`src/rtl/issue_pkg.sv`:
```
// Shared issue-queue sizing constants and one-hot/count types.
// The depth can be overridden globally by defining ISSUE_QUEUE_DEPTH before this file.
`ifndef ISSUE_QUEUE_DEPTH
`define ISSUE_QUEUE_DEPTH 8
`endif

package issue_pkg;

  localparam int IQ_DEPTH = `ISSUE_QUEUE_DEPTH;
  localparam int IQ_CNT_W = $clog2(IQ_DEPTH) + 1;

  typedef logic [IQ_DEPTH-1:0] iq_oh_t;
  typedef logic [IQ_CNT_W-1:0] iq_cnt_t;

endpackage

```
`src/rtl/io_deq_ctrl_if.sv`:
```
// Handshake bundle between the enqueue policy / issue consumer (master)
// and the entry/dequeue controller (slave).
interface io_deq_ctrl_if
  import issue_pkg::*;
#(
  parameter int DEPTH = IQ_DEPTH
);

  localparam int CW = $clog2(DEPTH) + 1;

  logic             flush;
  logic             enq_fire;
  logic [DEPTH-1:0] enq_ptr_oh;
  logic             enq_src_ready;
  logic             enq_ready;
  logic [DEPTH-1:0] wakeup_oh;
  logic             issue_valid;
  logic             issue_ready;
  logic [DEPTH-1:0] issue_oh;
  logic [DEPTH-1:0] valid_dec;
  logic [DEPTH-1:0] enq_valid_oh;
  logic [DEPTH-1:0] deq_ptr_oh;
  logic [CW-1:0]    count;
  logic             full;
  logic             empty;

  modport master (
    output flush, enq_fire, enq_ptr_oh, enq_src_ready, wakeup_oh, issue_ready,
    input  enq_ready, issue_valid, issue_oh, valid_dec, enq_valid_oh,
           deq_ptr_oh, count, full, empty
  );

  modport slave (
    input  flush, enq_fire, enq_ptr_oh, enq_src_ready, wakeup_oh, issue_ready,
    output enq_ready, issue_valid, issue_oh, valid_dec, enq_valid_oh,
           deq_ptr_oh, count, full, empty
  );

endinterface

```
`src/rtl/io_deq_ctrl_oh_rotl.sv`:
```
// One-hot rotate-left by one position; the MSB wraps into the LSB.
module oh_rotl #(
  parameter int WIDTH = 8
) (
  input  logic [WIDTH-1:0] in_oh,
  output logic [WIDTH-1:0] out_oh
);

  for (genvar gi = 0; gi < WIDTH; gi++) begin : g_bit
    assign out_oh[gi] = in_oh[(gi + WIDTH - 1) % WIDTH];
  end

endmodule

```
`src/rtl/io_deq_ctrl.sv`:
```
// In-order issue queue controller: per-entry valid/ready state, one-hot
// dequeue pointer, occupancy count, and head-of-queue issue handshake.
module io_deq_ctrl
  import issue_pkg::*;
#(
  parameter int DEPTH          = IQ_DEPTH,
  parameter bit CHECK_PROTOCOL = 1'b1
) (
  input  logic        clock,
  input  logic        reset,
  io_deq_ctrl_if.slave bus
);

  localparam int CW = $clog2(DEPTH) + 1;

  logic [DEPTH-1:0] valid_q, valid_next;
  logic [DEPTH-1:0] rdy_q, rdy_next;
  logic [DEPTH-1:0] deq_q, deq_next, deq_rot;
  logic [DEPTH-1:0] enqv_q, enqv_next;
  logic [CW-1:0]    cnt_q, cnt_next;
  logic             full_w;
  logic             issue_valid_w;
  logic             issue_fire;
  logic             enq_acc;

  assign full_w        = (cnt_q == CW'(DEPTH));
  assign enq_acc       = bus.enq_fire & ~full_w & ~bus.flush;
  // Issue eligibility comes only from registers and flush, never from issue_ready.
  assign issue_valid_w = (|(deq_q & valid_q & rdy_q)) & ~bus.flush;
  assign issue_fire    = issue_valid_w & bus.issue_ready;

  oh_rotl #(.WIDTH(DEPTH)) u_rotl (
    .in_oh  (deq_q),
    .out_oh (deq_rot)
  );

  always_comb begin
    valid_next = valid_q;
    rdy_next   = rdy_q | (bus.wakeup_oh & valid_q);
    deq_next   = deq_q;
    cnt_next   = cnt_q;
    enqv_next  = '0;
    if (bus.flush) begin
      valid_next = '0;
      rdy_next   = '0;
      cnt_next   = '0;
    end else begin
      // A wakeup arriving with the enqueue still counts for the new entry.
      if (enq_acc) begin
        valid_next = valid_next | bus.enq_ptr_oh;
        rdy_next   = (rdy_next & ~bus.enq_ptr_oh) |
                     (bus.enq_ptr_oh & ({DEPTH{bus.enq_src_ready}} | bus.wakeup_oh));
        enqv_next  = bus.enq_ptr_oh;
      end
      if (issue_fire) begin
        valid_next = valid_next & ~deq_q;
        rdy_next   = rdy_next & ~deq_q;
        deq_next   = deq_rot;
      end
      if (enq_acc && !issue_fire) begin
        cnt_next = cnt_q + CW'(1);
      end else if (issue_fire && !enq_acc) begin
        cnt_next = cnt_q - CW'(1);
      end
    end
  end

  always_ff @(posedge clock or posedge reset) begin
    if (reset) begin
      valid_q <= '0;
      rdy_q   <= '0;
      deq_q   <= DEPTH'(1);
      cnt_q   <= '0;
      enqv_q  <= '0;
    end else begin
      valid_q <= valid_next;
      rdy_q   <= rdy_next;
      deq_q   <= deq_next;
      cnt_q   <= cnt_next;
      enqv_q  <= enqv_next;
    end
  end

  assign bus.enq_ready    = ~full_w;
  assign bus.full         = full_w;
  assign bus.empty        = (cnt_q == '0);
  assign bus.issue_valid  = issue_valid_w;
  assign bus.issue_oh     = issue_valid_w ? deq_q : '0;
  assign bus.valid_dec    = valid_q;
  assign bus.enq_valid_oh = enqv_q;
  assign bus.deq_ptr_oh   = deq_q;
  assign bus.count        = cnt_q;

  if (CHECK_PROTOCOL) begin : g_protocol
    a_no_overflow : assert property (@(posedge clock) disable iff (reset)
        bus.enq_fire |-> !full_w)
      else $error("enq_fire while full: enqueue dropped");
    a_enq_onehot : assert property (@(posedge clock) disable iff (reset)
        bus.enq_fire |-> $onehot(bus.enq_ptr_oh))
      else $error("enq_ptr_oh not one-hot under enq_fire");
  end

endmodule
```
`src/flat_wrapper.sv`:
```
// flat-port wrapper written by rule: the top's interface ports become plain ports
module io_deq_ctrl_flat import issue_pkg::*;
#(
  parameter int DEPTH          = IQ_DEPTH,
  parameter bit CHECK_PROTOCOL = 1'b1
)
  (clock, reset, bus_flush, bus_enq_fire, bus_enq_ptr_oh, bus_enq_src_ready, bus_wakeup_oh, bus_issue_ready, bus_enq_ready, bus_issue_valid, bus_issue_oh, bus_valid_dec, bus_enq_valid_oh, bus_deq_ptr_oh, bus_count, bus_full, bus_empty);
  io_deq_ctrl_if #(.DEPTH(DEPTH)) bus_i ();
  input  logic clock;
  input  logic reset;
  input wire logic [$bits(bus_i.flush)-1:0] bus_flush;
  input wire logic [$bits(bus_i.enq_fire)-1:0] bus_enq_fire;
  input wire logic [$bits(bus_i.enq_ptr_oh)-1:0] bus_enq_ptr_oh;
  input wire logic [$bits(bus_i.enq_src_ready)-1:0] bus_enq_src_ready;
  input wire logic [$bits(bus_i.wakeup_oh)-1:0] bus_wakeup_oh;
  input wire logic [$bits(bus_i.issue_ready)-1:0] bus_issue_ready;
  output wire logic [$bits(bus_i.enq_ready)-1:0] bus_enq_ready;
  output wire logic [$bits(bus_i.issue_valid)-1:0] bus_issue_valid;
  output wire logic [$bits(bus_i.issue_oh)-1:0] bus_issue_oh;
  output wire logic [$bits(bus_i.valid_dec)-1:0] bus_valid_dec;
  output wire logic [$bits(bus_i.enq_valid_oh)-1:0] bus_enq_valid_oh;
  output wire logic [$bits(bus_i.deq_ptr_oh)-1:0] bus_deq_ptr_oh;
  output wire logic [$bits(bus_i.count)-1:0] bus_count;
  output wire logic [$bits(bus_i.full)-1:0] bus_full;
  output wire logic [$bits(bus_i.empty)-1:0] bus_empty;
  assign bus_i.flush = bus_flush;
  assign bus_i.enq_fire = bus_enq_fire;
  assign bus_i.enq_ptr_oh = bus_enq_ptr_oh;
  assign bus_i.enq_src_ready = bus_enq_src_ready;
  assign bus_i.wakeup_oh = bus_wakeup_oh;
  assign bus_i.issue_ready = bus_issue_ready;
  assign bus_enq_ready = bus_i.enq_ready;
  assign bus_issue_valid = bus_i.issue_valid;
  assign bus_issue_oh = bus_i.issue_oh;
  assign bus_valid_dec = bus_i.valid_dec;
  assign bus_enq_valid_oh = bus_i.enq_valid_oh;
  assign bus_deq_ptr_oh = bus_i.deq_ptr_oh;
  assign bus_count = bus_i.count;
  assign bus_full = bus_i.full;
  assign bus_empty = bus_i.empty;
  io_deq_ctrl #(.DEPTH(DEPTH), .CHECK_PROTOCOL(CHECK_PROTOCOL)) u_core (.clock(clock), .reset(reset), .bus(bus_i));
endmodule
```
`config.mk`:
```
export PLATFORM = sky130hd
export DESIGN_NAME = io_deq_ctrl_flat
export DESIGN_NICKNAME = d
export VERILOG_FILES = /design/src/rtl/issue_pkg.sv /design/src/rtl/io_deq_ctrl_if.sv /design/src/rtl/io_deq_ctrl_oh_rotl.sv /design/src/rtl/io_deq_ctrl.sv /design/src/flat_wrapper.sv
export SDC_FILE = /design/constraint.sdc
export NUM_CORES = 1
export LEC_CHECK = 0
export CORE_UTILIZATION = 56
export DETAILED_ROUTE_END_ITERATION = 7
export DONT_BUFFER_PORTS = 1
export PLACE_DENSITY = 0.7
export SYNTH_ARGS = -nofsm -noshare
export SYNTH_HDL_FRONTEND = slang
export SYNTH_SLANG_ARGS = --single-unit
```
`constraint.sdc`:
```
create_clock -name clock -period 2.3 [get_ports clock]
set_input_delay 0.115 -clock clock [delete_from_list [all_inputs] [get_ports clock]]
set_output_delay 0.115 -clock clock [all_outputs]
set_load 0.02 [all_outputs]
```
==> results.tsv <==
stage	metric	value	unit
sta	achievable clock frequency	0.430	GHz
cts	Clock Path Buffers	2	
synth	post-synthesis cell count	162	
route	drt first pass iters	4	
sta	worst setup margin	-0.0237	ns
cts	clock sink total	36	
pwr	Pwr Total	1.48	mW
route	via/cell ratio	5.70	
layout	antenna cells	0	
synth	ys flop type	dfrtp_1	
floorplan	Initial Utilization	0.612	
route	Vias	1460	
synth	number of synthesized flops with an enable pin	0	
pwr	Leak	1.17	nW
cts	Worst-Skew Late Latency	0.35	ns
synth	Synth Register Bits	36	
synth	yosys warns	0	
pwr	worst vdd ir	0.501	mV
grt	largest net degree at the start of global routing	37	
cts	CTS H-Tree Depth	2	
placement	IO buf count	0	
critical_path	startpoint types	flop	
synth	Synth area leader	dfrtp_1	
synth	Synth area leaders	dfrtp_1 (50%), mux2_2 (5.1%), a21oi_1 (4.8%), o311a_1 (4.5%), nand2_1 (3.8%)	
sta	worst clock skew	0.00991	ns
synth	sequential area share after synthesis	0.512	
status	status	finished, violations left	
critical_path	CP Capture Type	flop	
floorplan	die width	58.1	microns
route	antenna viol nets, final	0	
sta	Tightest Pin Transition	0.850	ns
sta	Final Critical Period	2.32	ns
critical_path	Setup CP Type	flop to flop	
critical_path	CP max stage delay	0.54	ns
sta	Final Hold Fails	13	
route	DR iter-0 viols	36	
pwr	Pwr per Cell Area	630	nW/um^2
sta	slew margin rel.	0.431	
layout	Finished Cell Area	2350	sq um
placement	Placed Instance Area	2030	sq um
critical_path	CP Data Required Time	2.55	ns
layout	Layout area overhead	33.5	%
placement	Final Wtd Congestion	0.760	
synth	Syn Area/Cell	10.9	sq um
route	drt total wl	4.41	mm
floorplan	die area	3370	sq um
job	max-cap violations	0	
synth	Mapped Area	1760	sq um
sta	Final Max Slew Viols	0	
floorplan	die height	58.1	microns
critical_path	CP Max Fanout	3	
critical_path	CP Cell Sequence	or4b_4 > and2_4 > nand3_2 > ha_4 > a21o_2 > a21oi_2 > nor2_1 > mux2i_2 > xor2_1 > nor2_1	
grt	total congestion overflow	0	
min_path	worst min-delay path class	input port to flop	
sta	RSZ-0062 raised after global routing	true	
floorplan	Core Region	2880	sq um
layout	Nets	238	
synth	Post-Syn Nets	187	
critical_path	cell at the slowest stage of the critical path	or4b_4	
status	failing checks	negative hold slack, negative setup slack	
placement	dpl hpwl	2.92	mm
floorplan	number of core rows	19	
critical_path	CP dominant cell by count	nor2_1	
sta	fin crit share	1.01	
grt	total global-route track usage	0.293	
route	DRC violations left	0	
route	average wire per cell in the routed design	17.2	microns
cts	Hold Buf Count CTS	21	
sta	hold_ws	-0.200	ns
synth	post-synth cell types	37	
cts	cts bufs inserted	5	
layout	layout cell share with drive strength beyond 1	0.369	
cts	CTS tree	done	
cts	Clock transition at path regs	0.11	ns
synth	top post-synthesis cells by count	dfrtp_1 (35), nand2_1 (18), a21oi_1 (17), inv_1 (14), and2_1 (9)	
grt	number of global-route vias before repair	1602	
cts	CTS root buffer	clkbuf_4	
synth	count leader, synth	dfrtp_1	
grt	global-route wire length before repair	7.07	mm
sta	Setup Viol. Count Final	1	
critical_path	Worst EP arrival	2.58	ns
grt	initial antenna violation count	0	
layout	# fillers	189	
synth	fraction of registers with async set/reset	1.00	
synth	Synth top area share	0.497	
floorplan	num ports	62	
power by group:
part           internal (mW)  switching (mW)  leakage (nW)  total [mW]
combinational          0.148           0.178         0.663       0.326
clock                  0.226           0.224        0.0412       0.451
sequential             0.673          0.0322         0.467       0.706
worst max-delay path: cells and delay by family, from the launching register on:
kind	cells	cell delay, ns
AOI/OAI and AO/OA	2	0.35
xor gates and xnor gates	1	0.16
adders and majority gates	1	0.20
DFF	1	0.42
muxes	1	0.17
and+or+nand+nor	5	0.93
through the flow:
step | TNS, ns | cells | util | worst slack (ns)
floorplan | -0.102 | 162 | - | -0.102
global placement | 0 | 226 | 0.706 | 0.0922
detailed placement | 0 | 226 | 0.706 | 0.0154
CTS | -0.000759 | 255 | 0.807 | -0.000759
global route | -0.173 | 256 | 0.818 | -0.173
finish | -0.0237 | 256 | 0.818 | -0.0237
layout by cell type, fill, tap and decap left out, types with 2 or more instances in the layout:
master         instances
buf_4                 27
dfrtp_1               24
dlygate4sd3_1         21
nand2_1               17
a21oi_1               16
inv_1                 14
dfrtp_2               11
mux2_2                 8
and2_1                 8
o311a_1                8
o21a_1                 8
nand3_2                6
clkbuf_4               5
nor2_1                 4
nand3_1                3
o21ai_0                3
nand2_2                2
nand2_4                2
and2_4                 2
a21oi_2                2
nor4_1                 2
state kept, by name, summed over array words and instances (netlist names):
| register | cells |
|---|---|
| u_core.bus.deq_ptr_oh | 8 |
| u_core.bus.enq_valid_oh | 8 |
| u_core.bus.valid_dec | 8 |
| u_core.rdy_q | 8 |
| u_core.bus.count | 4 |
what timing repair did:
action | in CTS | in global routing
endpoints found under the hold margin | 63 | 13
buffers inserted | 0 | 1
pin swaps | 0 | 8
resized for setup | 0 | 4
setup endpoints to repair | 1 | 3
final timing paths:
kind / from / to / slack, ns / cells after the start
max: u_core.bus.count[2] / u_core.bus.count[3] / -0.02 / 10
min: bus_flush / u_core.bus.count[2] / -0.20 / 1
min reg2reg: u_core.rdy_q[3] / u_core.rdy_q[3] / 0.63 / 3
max reg2reg: u_core.bus.count[2] / u_core.bus.count[3] / -0.02 / 10
min in group asynchronous: reset / u_core.bus.enq_valid_oh[7] / 0.30 / 3
max in group asynchronous: reset / u_core.bus.deq_ptr_oh[1] / 1.65 / 3
layout make-up:
class	instances	area, sq um	share of cell area
inverter	14	52.6	0.0223
clock buffer	5	37.5	0.0160
clock inverter	3	42.5	0.0181
tap	42	52.6	0.0223
sequential	36	916	0.389
timing repair buffer	48	413	0.176
multi-input combinational	108	838	0.356
logic make-up (layout without fill, tap and decap cells):
family | Yosys count | after routing | synth area share
and+or+nand+nor | 52 | 52 | 0.170
AOI/OAI and AO/OA | 42 | 42 | 0.184
DFF | 36 | 36 | 0.512
buffers and inverters | 18 | 70 | 0.0412
muxes | 9 | 9 | 0.0568
adders and majority gates | 3 | 3 | 0.0256
xor gates and xnor gates | 2 | 2 | 0.00994
per-layer routing:
layer  share of wire  track usage  up-vias
li1                -            -      671
met1            0.40        0.320      707
met2            0.51        0.512       70
met3           0.062       0.0826       12
met4           0.031        0.163        0
met5               0            0        -
Note: power is estimated with default switching activity, not from simulation.
